### config.mk
export PLATFORM = sky130hd
export DESIGN_NAME = issue_queue
export DESIGN_NICKNAME = d
export VERILOG_FILES = /design/src/rtl/cu_issue_pkg.sv /design/src/rtl/issue_pair_check.sv /design/src/rtl/issue_queue.sv
export SDC_FILE = /design/constraint.sdc
export NUM_CORES = 2
export LEC_CHECK = 0
export ABC_CLOCK_PERIOD_IN_PS = 13100
export CAP_MARGIN = 20
export CORE_AREA = 2 2 273 275
export CTS_BUF_LIST = sky130_fd_sc_hd__clkbuf_4
export CTS_CLUSTER_SIZE = 40
export DETAILED_ROUTE_END_ITERATION = 12
export DIE_AREA = 0 0 275 277
export HOLD_SLACK_MARGIN = 0.12
export PLACE_DENSITY_LB_ADDON = 0.12
export SKIP_CTS_REPAIR_TIMING = 1
export SLEW_MARGIN = 20
export SYNTH_ARGS = -nofsm -noshare
export SYNTH_HDL_FRONTEND = slang
export SYNTH_SLANG_ARGS = --single-unit
export TNS_END_PERCENT = 20
### constraint.sdc
create_clock -name clk -period 13.1 [get_ports clk]
set_input_delay 1.31 -clock clk [delete_from_list [all_inputs] [get_ports clk]]
set_output_delay 1.31 -clock clk [all_outputs]
set_load 0.005 [all_outputs]
### src/rtl/cu_issue_pkg.sv
// Shared types for the compute-unit issue path: decoded uop layout,
// register-class and execution-unit encodings used by issue and scoreboard.
package cu_issue_pkg;

    localparam int PAYLOAD_W = 64;

    // Register classes; any value with bit 1 set is a vector register.
    localparam logic [1:0] CLS_S = 2'b00;
    localparam logic [1:0] CLS_F = 2'b01;
    localparam logic [1:0] CLS_V = 2'b10;

    localparam logic [1:0] UNIT_ALU = 2'b00;
    localparam logic [1:0] UNIT_LSU = 2'b01;
    localparam logic [1:0] UNIT_FPU = 2'b10;
    localparam logic [1:0] UNIT_VEC = 2'b11;

    typedef struct packed {
        logic                 rs1_v;
        logic                 rs2_v;
        logic                 rd_v;
        logic [1:0]           rs1_cls;
        logic [1:0]           rs2_cls;
        logic [1:0]           rd_cls;
        logic [4:0]           rs1;
        logic [4:0]           rs2;
        logic [4:0]           rd;
        logic                 rs1_fwd;
        logic                 rs2_fwd;
        logic [1:0]           unit;
        logic                 is_ctrl;
        logic [PAYLOAD_W-1:0] payload;
    } uop_t;

    localparam int UOP_W = $bits(uop_t);

endpackage

### src/rtl/issue_pair_check.sv
// Combinational issue decision for the two oldest queue slots.
// Ports: slot valids, unit/ctrl of each slot, stalls, exec_ready, flush -> accept0/1.
module issue_pair_check (
    input  logic       issue0_valid,
    input  logic       issue1_valid,
    input  logic [1:0] unit0,
    input  logic [1:0] unit1,
    input  logic       ctrl0,
    input  logic       ctrl1,
    input  logic       stall0,
    input  logic       stall1,
    input  logic       exec_ready,
    input  logic       flush,
    output logic       accept0,
    output logic       accept1
);

    logic pair_ok;

    // Two uops may share a cycle only on different units, and control
    // flow always issues alone so redirects stay precise.
    assign pair_ok = (unit1 != unit0) & ~ctrl0 & ~ctrl1;

    assign accept0 = issue0_valid & ~stall0 & exec_ready & ~flush;

    // Slot 1 rides on slot 0 so issue stays in program order.
    assign accept1 = accept0 & issue1_valid & ~stall1 & pair_ok;

endmodule

### src/rtl/issue_queue.sv
// In-order dual-enqueue / dual-issue uop buffer between decode and scoreboard.
// Ports: enq_valid/enq_uop0/enq_uop1/enq_ready in; issue0/1 slots, accept0/1, count out.
module issue_queue
    import cu_issue_pkg::*;
#(
    parameter int DEPTH      = 8,
    parameter int PAYLOAD_W  = 64,
    parameter bit ENQ_CHECK  = 1'b1
) (
    input  logic                       clk,
    input  logic                       rst_n,
    input  logic                       flush,
    input  logic [1:0]                 enq_valid,
    input  uop_t                       enq_uop0,
    input  uop_t                       enq_uop1,
    output logic                       enq_ready,
    output logic                       issue0_valid,
    output uop_t                       issue0_uop,
    output logic                       issue1_valid,
    output uop_t                       issue1_uop,
    input  logic                       stall0,
    input  logic                       stall1,
    input  logic                       exec_ready,
    output logic                       accept0,
    output logic                       accept1,
    output logic [$clog2(DEPTH):0]     count
);

    localparam int IW = $clog2(DEPTH);
    localparam int CW = IW + 1;

    // The uop layout is fixed by the package; a mismatched override is a build error.
    if (PAYLOAD_W != cu_issue_pkg::PAYLOAD_W) begin : g_bad_payload
        $error("issue_queue: PAYLOAD_W must match cu_issue_pkg::PAYLOAD_W");
    end

    uop_t            mem [DEPTH];
    logic [IW-1:0]   head;
    logic [IW-1:0]   tail;
    logic [IW-1:0]   head1;
    logic [IW-1:0]   tail1;
    logic [CW-1:0]   count_q;
    logic [CW-1:0]   count_next;
    logic            enq_ready_q;
    logic            enq_fire;
    logic [1:0]      n_enq;
    logic [1:0]      n_deq;

    // DEPTH is a power of two, so plain IW-bit adds wrap the ring.
    assign head1 = head + 1'b1;
    assign tail1 = tail + 1'b1;

    assign issue0_uop   = mem[head];
    assign issue1_uop   = mem[head1];
    assign issue0_valid = (count_q != '0);
    assign issue1_valid = (count_q > CW'(1));
    assign enq_ready    = enq_ready_q;
    assign count        = count_q;

    issue_pair_check u_pair (
        .issue0_valid (issue0_valid),
        .issue1_valid (issue1_valid),
        .unit0        (issue0_uop.unit),
        .unit1        (issue1_uop.unit),
        .ctrl0        (issue0_uop.is_ctrl),
        .ctrl1        (issue1_uop.is_ctrl),
        .stall0       (stall0),
        .stall1       (stall1),
        .exec_ready   (exec_ready),
        .flush        (flush),
        .accept0      (accept0),
        .accept1      (accept1)
    );

    assign enq_fire = enq_ready_q & ~flush;
    assign n_enq    = enq_fire ? ({1'b0, enq_valid[0]} + {1'b0, enq_valid[1]})
                               : 2'd0;
    assign n_deq    = {1'b0, accept0} + {1'b0, accept1};

    assign count_next = count_q + CW'(n_enq) - CW'(n_deq);

    always_ff @(posedge clk) begin
        if (!rst_n || flush) begin
            head        <= '0;
            tail        <= '0;
            count_q     <= '0;
            enq_ready_q <= 1'b1;
        end else begin
            head        <= head + IW'(n_deq);
            tail        <= tail + IW'(n_enq);
            count_q     <= count_next;
            // Registered so a full queue never sees same-cycle dequeue space.
            enq_ready_q <= (count_next <= CW'(DEPTH - 2));
        end
    end

    // Storage carries no reset; validity comes from count alone.
    always_ff @(posedge clk) begin
        if (rst_n && enq_fire) begin
            case (enq_valid)
                2'b11: begin
                    mem[tail]  <= enq_uop0;
                    mem[tail1] <= enq_uop1;
                end
                2'b01:   mem[tail] <= enq_uop0;
                2'b10:   mem[tail] <= enq_uop1;
                default: ;
            endcase
        end
    end

    // Decode must hold its uops while the queue is not ready.
    if (ENQ_CHECK) begin : g_enq_check
        always_ff @(posedge clk) begin
            if (rst_n && !flush && (enq_valid != 2'b00)) begin
                assert (enq_ready_q)
                else $error("issue_queue: enqueue while enq_ready=0");
            end
        end
    end

endmodule

[Word-level counts from Yosys, hierarchy flattened]
Memories as Yosys holds them, arrays and structs flattened. A register that Yosys moved wholly into a read port is not among the register bits.
Cells that the tools add are included.
Word-level totals
  bits in registers: 11
  bits in writable memories: 744
  output and inout bits: 195
  logic and storage cells: 52
  memories kept: 1
Memories
  mem: depth 8, width 93, rd ports 2, clocked after memory_dff 1, write ports 2, RTL line issue_queue.sv:37  | uop_t mem [DEPTH];
Cells by class
  $add $sub $neg: 8
  $lt $le $gt $ge: 2
  equal/unequal tests: 4
  muxes and demuxes: 13
  bitwise logic cells: 16
  reductions and logical operators: 4
Operator list (count)
  two-way mux 93 bit: 2
  AND 1 bit: 9
  two-way mux 1 bit: 9
  adder 3 x 1 -> 3 bit, second input constant: 2
  adder 3 x 2 -> 3 bit: 2
  inverter 1 bit: 5
  adder 1 x 1 -> 2 bit: 2
  adder 4 x 2 -> 4 bit: 1
  equality test 2 bit, second input constant: 2
  greater-than comparator 4 x 1 -> 1 bit, second input constant: 1
  <= comparator 4 x 3 -> 1 bit, second input constant: 1
  nonzero test 4 bit: 1
  subtractor 4 x 2 -> 4 bit: 1
  two-way mux 3 bit: 1
  equality test 2 x 1 -> 1 bit, second input constant: 1
  two-way mux 2 bit: 1
  inequality test 2 bit: 1
  OR 1 bit: 2
  logical AND 1 bit: 1
  zero test 1 bit: 1
  logical OR 1 bit: 1

[Longest topological paths before layout]
  depth after elaboration: 10
  depth in mapped cells: 16

[Cells and area by module]
A second synthesis with hierarchy kept.
Second synthesis, totals
  cell total of the unflattened synthesis: 2626
  area, all modules: 42380.6 um^2
Modules (own cells, without submodules)
  issue_queue: times used 1, cells an instance 2621, area each 42325.6 um^2, sequential area each 22561.6 um^2
  issue_pair_check: times used 1, cells an instance 5, area each 55.1 um^2, sequential area each 0.0 um^2

[Worst setup path before layout]
OpenSTA, ideal clock, no wires.
  path kind: input port to flip-flop
  start point: input flush
  end point: memory mem[5][0] (netlist bit), enable pin
  data arrival time: 8.825 ns
  required time: 12.414 ns
  path slack: 3.588 ns
  stages: 3
  buffers on the path: 0
  path through: and2b_2 > nand4b_2 > o32ai_1
RTL lines
  start, declared: RTL line issue_queue.sv:12  | input logic flush,
  end, declared: RTL line issue_queue.sv:37

[Worst setup path after layout]
  start point: register head[0]
  end point: output accept1
On the way
  cells in the longest elaborated chain, start to end: 6
RTL lines
  start, declared: RTL line issue_queue.sv:38  | logic [IW-1:0] head;
  start signal, assigned: RTL line issue_queue.sv:89  | head <= head + IW'(n_deq);
  adder 3 x 1 -> 3 bit *: RTL line issue_queue.sv:50  | assign head1 = head + 1'b1;
  memory read (8 x 93 bit) *
  inequality test 2 bit: RTL line issue_pair_check.sv:22  | assign pair_ok = (unit1 != unit0) & ~ctrl0 & ~ctrl1;
  AND 1 bit: RTL line issue_pair_check.sv:22
  AND 1 bit *: RTL line issue_pair_check.sv:22
  AND 1 bit *: RTL line issue_pair_check.sv:27  | assign accept1 = accept0 & issue1_valid & ~stall1 & pair_ok;
  end, declared: RTL line issue_queue.sv:25  | output logic accept1,
Mark *: on every way between the ends. The rest lies on a longest branch, timed or not.

==> results by group <==
Worst setup path
  – Worst Setup Start Kind: flip-flop
  – Critical Path RT: 11790 ps
  – Worst reg2reg setup slack: 7100 ps
  – Crit path kind: flip-flop to output port
  – Crit-path max FO: 114
  – Data arrival, critical path: 5680 ps
  – CP Capture Type: output port
  – R2R Path Start: head[0]$_SDFF_PP0_
  – Register-to-Register Path Depth: 15
  – Reg2reg end: enq_ready$_SDFF_PP1_

Min path
  – Min-delay src: tail[2]$_SDFF_PP0_
  – Hold Path Depth: 2
  – Type of the worst min-delay path: flip-flop to flip-flop
  – Worst hold path endpoint: tail[2]$_SDFF_PP0_

STA
  – Final Slew Violations: 0
  – Max Clock Skew: 71.59 ps
  – Final setup viols: 0
  – Period minus WS final: 6994 ps
  – Fin Setup TNS: 0 ps
  – Tcrit/Tclk final: 0.5339
  – Final Hold Viols: 0
  – Fmax achieved: 143.0 MHz
  – Final WS setup: 6106 ps
  – Relative slew slack: 0.2035
  – Worst Tran Pin Value: 1195 ps
  – RSZ-0062 raised after global routing: false

Synthesis
  – EDFF count, synth: 744
  – Post-synthesis sequential area ratio: 0.5181
  – Top_reg_cell synth: edfxtp_1
  – Top cells by area, synth: edfxtp_1, mux2_2, mux4_2
  – Syn nets: 2574
  – Area leader, netlist: edfxtp_1
  – Cells after synthesis: 2363
  – Async set-or-reset flop fraction in the synthesized netlist: 0
  – Synth Register Bits: 755
  – Syn Area/Cell: 18.43 um2
  – Mapped cell area: 43540 um2
  – Yosys warns: 0
  – Cell variety after synth: 45
  – Yosys top cell area share: 0.5131

Drt
  – Routed via count: 25960
  – DRT Pass-1 Iters: 5
  – Wire per inst: 29.93 um
  – ANT nets after route: 0
  – Vias per cell: 6.580
  – WL final: 118100 um
  – Starting DRT DRC Count: 2089
  – DR DRC count: 0

Finish
  – Final non-filler cell total: 3946
  – NumNets Final: 3025
  – Area grow syn2layout: 16.69%
  – Final core occ: 0.6907
  – FILL cells: 4980
  – Layout cells sized above 1: 0.5323
  – Storage cell area: 22570 um2
  – Area occupied by multi-input gates: 20090 um2

Clocking
  – Clock latency reported for the late side of the worst-skew pair: 1050 ps
  – CTS tree: built
  – Total CTS buffers: 200
  – Clock Sinks: 755
  – H-tree depth: 4
  – Worst-path clk slew: 80 ps
  – Max Buffers Root-to-Sink: 3
  – Root Driver: clkbuf_4

Floorplan
  – Die width: 275 um
  – Core Region: 73570 um2
  – Die height: 277 um
  – # IOs: 389
  – Die area: 76180 um2
  – Effective utilization at floorplan: 0.5919
  – Rows: 100

Flow run
  – MaxCap Viol Count: 0

Pwr
  – Leakage: 16.18 nW
  – Clock Power Share: 0.383
  – Internal Pwr Total: 0.004129 W
  – P per Cell Area: 106.3 nW/um2
  – Seq pwr share: 0.503
  – Comb pwr share: 0.113
  – Worst VDD drop: 0.08760 mV
  – Switch Pwr: 0.001274 W
  – Switching Share: 0.2358
  – Total power: 0.005403 W

Placed design
  – Dpl ws: 7004 ps
  – Placer congestion estimate: 0.8231
  – Post-DP HPWL: 66410 um
  – # port buffers: 388
  – Cell total after placement: 3581

GRT
  – First-pass GRT wire length: 176000 um
  – Vias in the first global route: 28350
  – Number of antenna violations at the first check in global routing: 27
  – Total track usage: 0.3136
  – Largest net degree at the start of global routing: 157
  – Overflow after GRT: 0

Outcome
  – Outcome: completed
## Yosys cell counts (2+ instances only)
library cell and n:
mux4_2 366, xnor2_1 3, xor2_1 4, o21a_1 2
buf_1 9, nor2_1 8, inv_1 21, mux2i_1 20
fa_1 4, nand2_1 8, o21ai_1 2, o22ai_1 4
buf_6 8, o32ai_1 2, nand2b_1 4, o31ai_2 4
nor2b_1 4, ha_1 13, buf_4 38, buf_2 99
mux2_2 741, mux2_1 114, clkbuf_1 35, or3_1 2
and2_1 5, o31ai_1 2, edfxtp_1 744, mux2_4 70
dfxtp_1 11
## metrics by stage
step / cell area, um2 / hold slack [ps]
floorplan: 43540 / 574.4
global placement: 48230 / 650.1
detailed placement: 48250 / 673.2
CTS: 50760 / 689.7
global route: 50800 / 712.3
finish: 50810 / 695.3
## cell usage in the layout, fill, tap and decap left out, types with 12 or more instances in the layout
| cell type | instances |
|---|---|
| inv_1 | 21 |
| clkdlybuf4s50_1 | 388 |
| buf_4 | 46 |
| mux2_1 | 114 |
| clkinv_1 | 27 |
| clkbuf_4 | 309 |
| diode_2 | 18 |
| edfxtp_1 | 744 |
| mux2i_1 | 20 |
| mux2_2 | 741 |
| mux2_4 | 70 |
| ha_1 | 12 |
| mux4_2 | 366 |
## layer usage
layer,GRT usage,up-vias,wire [um]
met2,0.5311,1107,60750
met1,0.3897,13630,44370
met3,0.07890,228,9417
met4,0.1152,28,3372
met5,0,-,189
li1,-,10980,-
## critical path, cell delays in order, from the launching register on
cell             delay, ps
dfxtp_4                810
ha_4                   680
buf_12                 760
mux2i_1                190
mux4_2                 520
xnor2_1                140
a2111oi_1              820
clkdlybuf4s50_1        670
## logic make-up (layout without fill, tap and decap cells)
group                    Yosys count  count (layout)  synth area share
XOR/XNOR                           9               9          0.002155
AND/OR/NAND/NOR                   37              37          0.004827
AO/OA/AOI/OAI                     24              24          0.004569
adder cells (fa/ha/maj)           17              17          0.005575
flip-flops                       755             755            0.5181
multiplexers                    1311            1311            0.4391
other                              0              18                 0
buffers and inverters            210             806           0.02560
## sequential cells by signal, indices dropped and copies added, names as in the netlist
signal / flops
count: 4
head: 3
mem: 744
enq_ready: 1
tail: 3
## how the worst max path moves through the flow
stage | startpoint | cells past startpoint | slack, ps | end
finish | head[0]$_SDFF_PP0_ | 7 | 6110 | accept1
global route | head[0]$_SDFF_PP0_ | 7 | 5740 | accept1
CTS | head[0]$_SDFF_PP0_ | 7 | 5880 | accept1
detailed placement | head[1]$_SDFF_PP0_ | 7 | 7000 | accept1
global placement | head[1]$_SDFF_PP0_ | 7 | 7030 | accept1
floorplan | flush | 3 | 3590 | mem[5][0]$_DFFE_PP_
## area by class of cell
class / count / area share
Tap cell: 969 / 0.02386
Sequential cell: 755 / 0.4442
Clock buffer: 309 / 0.04565
Timing Repair Buffer: 438 / 0.08453
Clock inverter: 38 / 0.003866
Inverter: 21 / 0.001551
Multi-Input combinational cell: 1398 / 0.3954
Antenna cell: 18 / 0.0008865
## power by group through the flow
stage          registers, W  logic [W]  clock network [W]
4_1_cts             0.00272   0.000612            0.00212
3_5_place_dp        0.00277   0.000608                  0
2_1_floorplan       0.00277   0.000346                  0
5_1_grt             0.00272   0.000651            0.00224
6_report            0.00272   0.000613            0.00207
3_3_place_gp        0.00277   0.000590                  0
Note: power is estimated with default switching activity, not from simulation.
